**src/rtl/ins_cache_controller.sv**
```systemverilog
// ins_cache_controller
//   Direct-mapped, read-only instruction cache between the IF stage and a
//   128-bit-block instruction memory. Hits are served combinationally in the
//   same cycle; a miss stalls the pipeline, fetches the 16-byte block over the
//   mem_read/mem_busywait handshake, installs it and then serves the word.
//
// Ports
//   clock, reset        rising-edge clock, asynchronous active-low reset
//   cpu_read            fetch request, held until cpu_busywait is low
//   cpu_address[31:0]   byte PC: [31:4] block, [3:2] word, [1:0] ignored
//   cpu_instruction     selected 32-bit word (valid on a hit)
//   cpu_busywait        pipeline stall
//   invalidate          one-cycle pulse clearing every valid bit
//   mem_read            block read request to instruction memory
//   mem_address[27:0]   block address of the outstanding miss
//   mem_readdata[127:0] returned block, byte k at bits [8k+7:8k]
//   mem_busywait        memory busy
//   miss_count          saturating count of misses since reset
module ins_cache_controller #(
  parameter int unsigned INDEX_BITS = 3,
  parameter int unsigned MISS_CNT_W = 16
) (
  input  logic                  clock,
  input  logic                  reset,
  input  logic                  cpu_read,
  input  logic [31:0]           cpu_address,
  output logic [31:0]           cpu_instruction,
  output logic                  cpu_busywait,
  input  logic                  invalidate,
  output logic                  mem_read,
  output logic [27:0]           mem_address,
  input  logic [127:0]          mem_readdata,
  input  logic                  mem_busywait,
  output logic [MISS_CNT_W-1:0] miss_count
);

  localparam int unsigned LINES = 1 << INDEX_BITS;
  localparam int unsigned TAG_W = 28 - INDEX_BITS;

  typedef enum logic [1:0] {
    IDLE,
    MEM_REQ,
    MEM_WAIT,
    UPDATE
  } state_t;

  state_t state, next_state;

  // Line storage: valid bits are reset, tag/data arrays are not.
  logic [LINES-1:0]  valid;
  logic [TAG_W-1:0]  tag_array  [LINES];
  logic [127:0]      data_array [LINES];

  logic [27:0]       miss_addr;
  logic [MISS_CNT_W-1:0] miss_count_q;

  // Address decode for the live request
  logic [INDEX_BITS-1:0] cpu_index;
  logic [TAG_W-1:0]      cpu_tag;
  logic [1:0]            word_sel;
  logic                  hit;
  logic [127:0]          line_data;

  // Fill target comes from the latched miss address, not the live PC
  logic [INDEX_BITS-1:0] miss_index;
  logic [TAG_W-1:0]      miss_tag;

  logic [1:0] unused_byte_offset;

  assign cpu_index          = cpu_address[4+INDEX_BITS-1:4];
  assign cpu_tag            = cpu_address[31:4+INDEX_BITS];
  assign word_sel           = cpu_address[3:2];
  assign unused_byte_offset = cpu_address[1:0];

  assign miss_index = miss_addr[INDEX_BITS-1:0];
  assign miss_tag   = miss_addr[27:INDEX_BITS];

  assign line_data = data_array[cpu_index];
  assign hit       = valid[cpu_index] & (tag_array[cpu_index] == cpu_tag);

  // Little-endian word select, matching the memory byte order
  always_comb begin
    cpu_instruction = '0;
    case (word_sel)
      2'd0:    cpu_instruction = line_data[31:0];
      2'd1:    cpu_instruction = line_data[63:32];
      2'd2:    cpu_instruction = line_data[95:64];
      default: cpu_instruction = line_data[127:96];
    endcase
  end

  // ---------------------------------------------------------------- FSM
  always_ff @(posedge clock or negedge reset) begin
    if (!reset) begin
      state <= IDLE;
    end else begin
      state <= next_state;
    end
  end

  always_comb begin
    next_state = state;
    case (state)
      IDLE:     if (cpu_read && !hit) next_state = MEM_REQ;
      MEM_REQ:  if (mem_busywait)     next_state = MEM_WAIT;
      MEM_WAIT: if (!mem_busywait)    next_state = UPDATE;
      UPDATE:                         next_state = IDLE;
      default:                        next_state = IDLE;
    endcase
  end

  always_comb begin
    mem_read     = 1'b0;
    cpu_busywait = 1'b1;
    case (state)
      IDLE:     cpu_busywait = cpu_read & ~hit;
      MEM_REQ:  mem_read     = 1'b1;
      MEM_WAIT: mem_read     = 1'b1;
      default:  mem_read     = 1'b0;
    endcase
  end

  assign mem_address = miss_addr;
  assign miss_count  = miss_count_q;

  // ------------------------------------------------------- control state
  always_ff @(posedge clock or negedge reset) begin
    if (!reset) begin
      miss_addr    <= '0;
      miss_count_q <= '0;
    end else if (state == IDLE && cpu_read && !hit) begin
      miss_addr <= cpu_address[31:4];
      if (miss_count_q != '1) begin
        miss_count_q <= miss_count_q + {{(MISS_CNT_W-1){1'b0}}, 1'b1};
      end
    end
  end

  // Invalidate is applied after the fill so a same-cycle pulse wins.
  always_ff @(posedge clock or negedge reset) begin
    if (!reset) begin
      valid <= '0;
    end else begin
      if (state == UPDATE) begin
        valid[miss_index] <= 1'b1;
      end
      if (invalidate) begin
        valid <= '0;
      end
    end
  end

  always_ff @(posedge clock) begin
    if (state == UPDATE) begin
      tag_array[miss_index]  <= miss_tag;
      data_array[miss_index] <= mem_readdata;
    end
  end

endmodule
```
**config.mk**
```make
export PLATFORM = sky130hd
export DESIGN_NAME = ins_cache_controller
export DESIGN_NICKNAME = d
export VERILOG_FILES = /design/src/rtl/ins_cache_controller.sv
export SDC_FILE = /design/constraint.sdc
export NUM_CORES = 1
export LEC_CHECK = 0
export BUFFER_PORTS_ARGS = -buffer_cell sky130_fd_sc_hd__buf_4
export CAP_MARGIN = 20
export CORE_UTILIZATION = 45
export DETAILED_ROUTE_END_ITERATION = 6
export PLACE_DENSITY_LB_ADDON = 0.3
export SETUP_SLACK_MARGIN = 0.02
export SLEW_MARGIN = 15
export SYNTH_ARGS = -nofsm -noshare
export SYNTH_HDL_FRONTEND = slang
export SYNTH_SLANG_ARGS = --single-unit
export TNS_END_PERCENT = 50
```
**constraint.sdc**
```tcl
create_clock -name clock -period 12.34 [get_ports clock]
set_input_delay 2.468 -clock clock [delete_from_list [all_inputs] [get_ports clock]]
set_output_delay 2.468 -clock clock [all_outputs]
set_load 0.03 [all_outputs]
```
==> flow_metrics.py <==
metrics = {
    "global_routing": {
        "grt_pass1_vias": 23454,
        "grt_max_degree": 160,
        "grt.total_usage_pct": 19.3,
        "overflow": 0,
        "grt_pass1_wl_mm": 156,
        "antenna_found_initial": 15,
    },
    "finish": {
        "n_fill_cell": 8058,
        "nNetsFinal": 2490,
        "drive_gt1_share_pct": 36.8,
        "syn_to_final_growth_pct": 15.7,
        "fin_util_pct": 52.7,
    },
    "logic_synthesis": {
        "async_flop_share_pct": 4.23,
        "synth_top_family_by_area": "multiplexers",
        "ys_seq_area_share_pct": 77.7,
        "synth_xor_area_share_pct": 0.535,
        "synth_edf_count": 1224,
        "postSynthAreaPerCell_um2": 24.4,
        "synth_nets": 2181,
        "synth_ff_type": "edfxtp_1",
        "synthAdderAreaFrac_pct": 0.153,
        "synth-simple-area-share_pct": 0.987,
        "synth_warnings": 0,
        "synthMuxAreaShare_pct": 19.0,
        "synth_cell_type_count": 51,
        "mappedNetlistArea_mm2": 0.0491,
        "synth_cells": 2010,
        "synth_compound_area_share_pct": 0.630,
        "ys_seq_elements": 1278,
    },
    "worst_setup_path": {
        "path_buf_inv": 3,
        "worstPathCellList": "buf_8, buf_12, mux2_1, o22a_1, a21o_1, a2111oi_0, and4bb_1, nand4_1, a21bo_2, buf_4",
        "crit_family": "buffers and inverters",
        "required_ns": 9.87,
        "arrival_ns": 6.10,
        "worstSetupEndpointType": "output pin",
        "max_stage_delay_ns": 0.62,
        "cp_max_fo": 102,
        "crit_path_start_kind": "input pin",
        "slowest_stage": "buf_12",
        "crit_type": "in2out",
    },
    "sta": {
        "rsz0062_at_grt": "false",
        "fin_crit_ns": 8.57,
        "tightest_slew_ns": 1.39,
        "timing.fmax_mhz": 117,
        "fin_crit_sh_pct": 69.4,
        "fin_skew_ns": 0.0438,
        "max_slew_margin_pct": 7.02,
        "slew_violations": 0,
        "tns_ns": 0,
        "final_hold_viol_count": 0,
        "setup_viol": 0,
    },
    "floorplan": {
        "die-area_mm2": 0.110,
        "die_h_um": 332,
        "core_area_mm2": 0.108,
        "ios": 243,
        "fp.dieW_um": 332,
        "rows": 120,
        "start_util_pct": 45.6,
    },
    "clocking": {
        "clkTransAtPathRegs_ns": 0.06,
        "cts_root_buf": "clkbuf_16",
        "post_cts_resized": 0,
        "postCtsHoldBufs": 0,
        "clkSinkCount": 1278,
        "cts_inserted_buffers": 135,
        "cts_tree": "yes",
        "cts_htree_levels": 4,
        "worstSkewPairLatency_ns": 0.75,
        "ctsLongestPathBuffers": 3,
        "post_cts_buffers": 0,
    },
    "routing": {
        "ant_nets": 0,
        "wl_per_cell_um": 27.4,
        "viasPerCell": 5.69,
        "drtIter0Drc": 1659,
        "drt-total-wl_mm": 105,
        "drc": 0,
        "vias": 21789,
        "drtPass1Iterations": 5,
    },
    "placed_design": {
        "gp_congestion": 0.738,
        "io_buffers": 240,
        "dpl.hpwl_mm": 55.5,
    },
    "power": {
        "vdd.ir_drop.worst_uv": 152,
        "total_power_mw": 10.8,
        "p_per_area_mw_per_mm2": 190,
        "leakage_nw": 18.5,
    },
    "status": {
        "status": "completed",
    },
    "run": {
        "cap_violations": 0,
    },
    "hold_path": {
        "hp-class": "reg2reg",
    },
}
[cell usage in the layout (no fill, tap or decap), types with 8 or more instances in the layout]
cell and count:
mux2_4 28, edfxtp_1 1224, xnor2_1 16, mux4_2 356, nand3_1 12, mux2_2 41, and3_1 15, clkinv_2 16
clkbuf_1 37, nand2_1 11, nor2_1 21, buf_4 256, clkbuf_16 139, dfrtp_1 54, xor2_1 14, mux2i_1 38
clkinv_1 21, buf_12 8
[worst min-delay path, stage by stage (launching register included)]
cell and delay [ns]:
dfrtp_1 0.34, nor2_1 0.05, nor2_1 0.07
[layer usage]
metal | GRT usage (%) | share of wire, %
met1 | 24.8 | 40
met2 | 32.5 | 51
met3 | 4.44 | 5.8
met4 | 6.78 | 2.8
met5 | 0 | 0.15
[final cells by class]
| cell class | count | area, um^2 | area share, % |
|---|---|---|---|
| Sequential cell | 1278 | 38100 | 67.1 |
| Multi-Input combinational cell | 632 | 10500 | 18.5 |
| Antenna cell | 3 | 7.51 | 0.0132 |
| Tap cell | 1403 | 1760 | 3.09 |
| Clock inverter | 57 | 509 | 0.897 |
| Inverter | 4 | 15.0 | 0.0264 |
| Clock buffer | 183 | 3710 | 6.54 |
| Timing Repair Buffer | 268 | 2150 | 3.79 |
[flip-flops by register name, indices dropped and copies added, names as in the netlist]
signal	flops
tag_array	200
mem_address	28
data_array	1024
miss_count	16
valid	8
state	2
[kinds of logic after synthesis]
group,count (synthesis)
AO/OA/AOI/OAI,35
XOR/XNOR,30
adder cells (fa/ha/maj),6
buffers and inverters,100
flip-flops,1278
multiplexers,468
AND/OR/NAND/NOR,93
[cells in the mapped netlist (all sizes together) (2+ instances only)]
cell type / number / area share (%)
nand4: 7 / 0.089
a211oi: 2 / 0.031
a221oi: 3 / 0.079
nand3: 12 / 0.12
ha: 6 / 0.15
a31oi: 4 / 0.051
and3: 15 / 0.19
xor2: 14 / 0.25
a2111oi: 2 / 0.074
nand2: 11 / 0.084
mux2i: 39 / 0.80
mux4: 356 / 16
buf: 56 / 0.67
clkbuf: 40 / 0.31
a22o: 4 / 0.071
nor2: 27 / 0.21
nor2b: 5 / 0.064
nand2b: 7 / 0.089
dfrtp: 54 / 2.8
o22ai: 4 / 0.051
o21ai: 3 / 0.031
mux2: 73 / 1.9
a22oi: 3 / 0.046
xnor2: 16 / 0.29
a21oi: 3 / 0.031
nor3: 4 / 0.041
inv: 4 / 0.031
edfxtp: 1224 / 75
[where the power goes]
| group | internal, mW | switching [mW] |
|---|---|---|
| logic | 0.538 | 0.821 |
| clock network | 2.26 | 1.60 |
| registers | 5.36 | 0.206 |
[stage by stage]
stage	std cells	instance area, um^2	hold slack (ns)	setup slack (ns)
global placement	3584	52500	0.472	3.64
global route	3825	56800	0.529	3.52
floorplan	2010	49100	0.461	0.388
detailed placement	3584	52500	0.483	3.59
finish	3828	56800	0.499	3.77
CTS	3824	56700	0.497	3.59
[path summary, 6_finish.rpt]
| path | start | to | slack, ns | cells after the start |
|---|---|---|---|---|
| setup / recovery | cpu_address[4] | cpu_busywait | 3.77 | 10 |
| setup reg to reg | state[0] | data_array[7][98] | 8.60 | 5 |
| hold / removal | valid[5] | valid[5] | 0.50 | 2 |
| hold reg to reg | valid[5] | valid[5] | 0.50 | 2 |
| max in group asynchronous | reset | mem_address[7] | 9.97 | 1 |
| min in group asynchronous | reset | mem_address[21] | 1.82 | 1 |
Power figures use the tool's default switching activity.
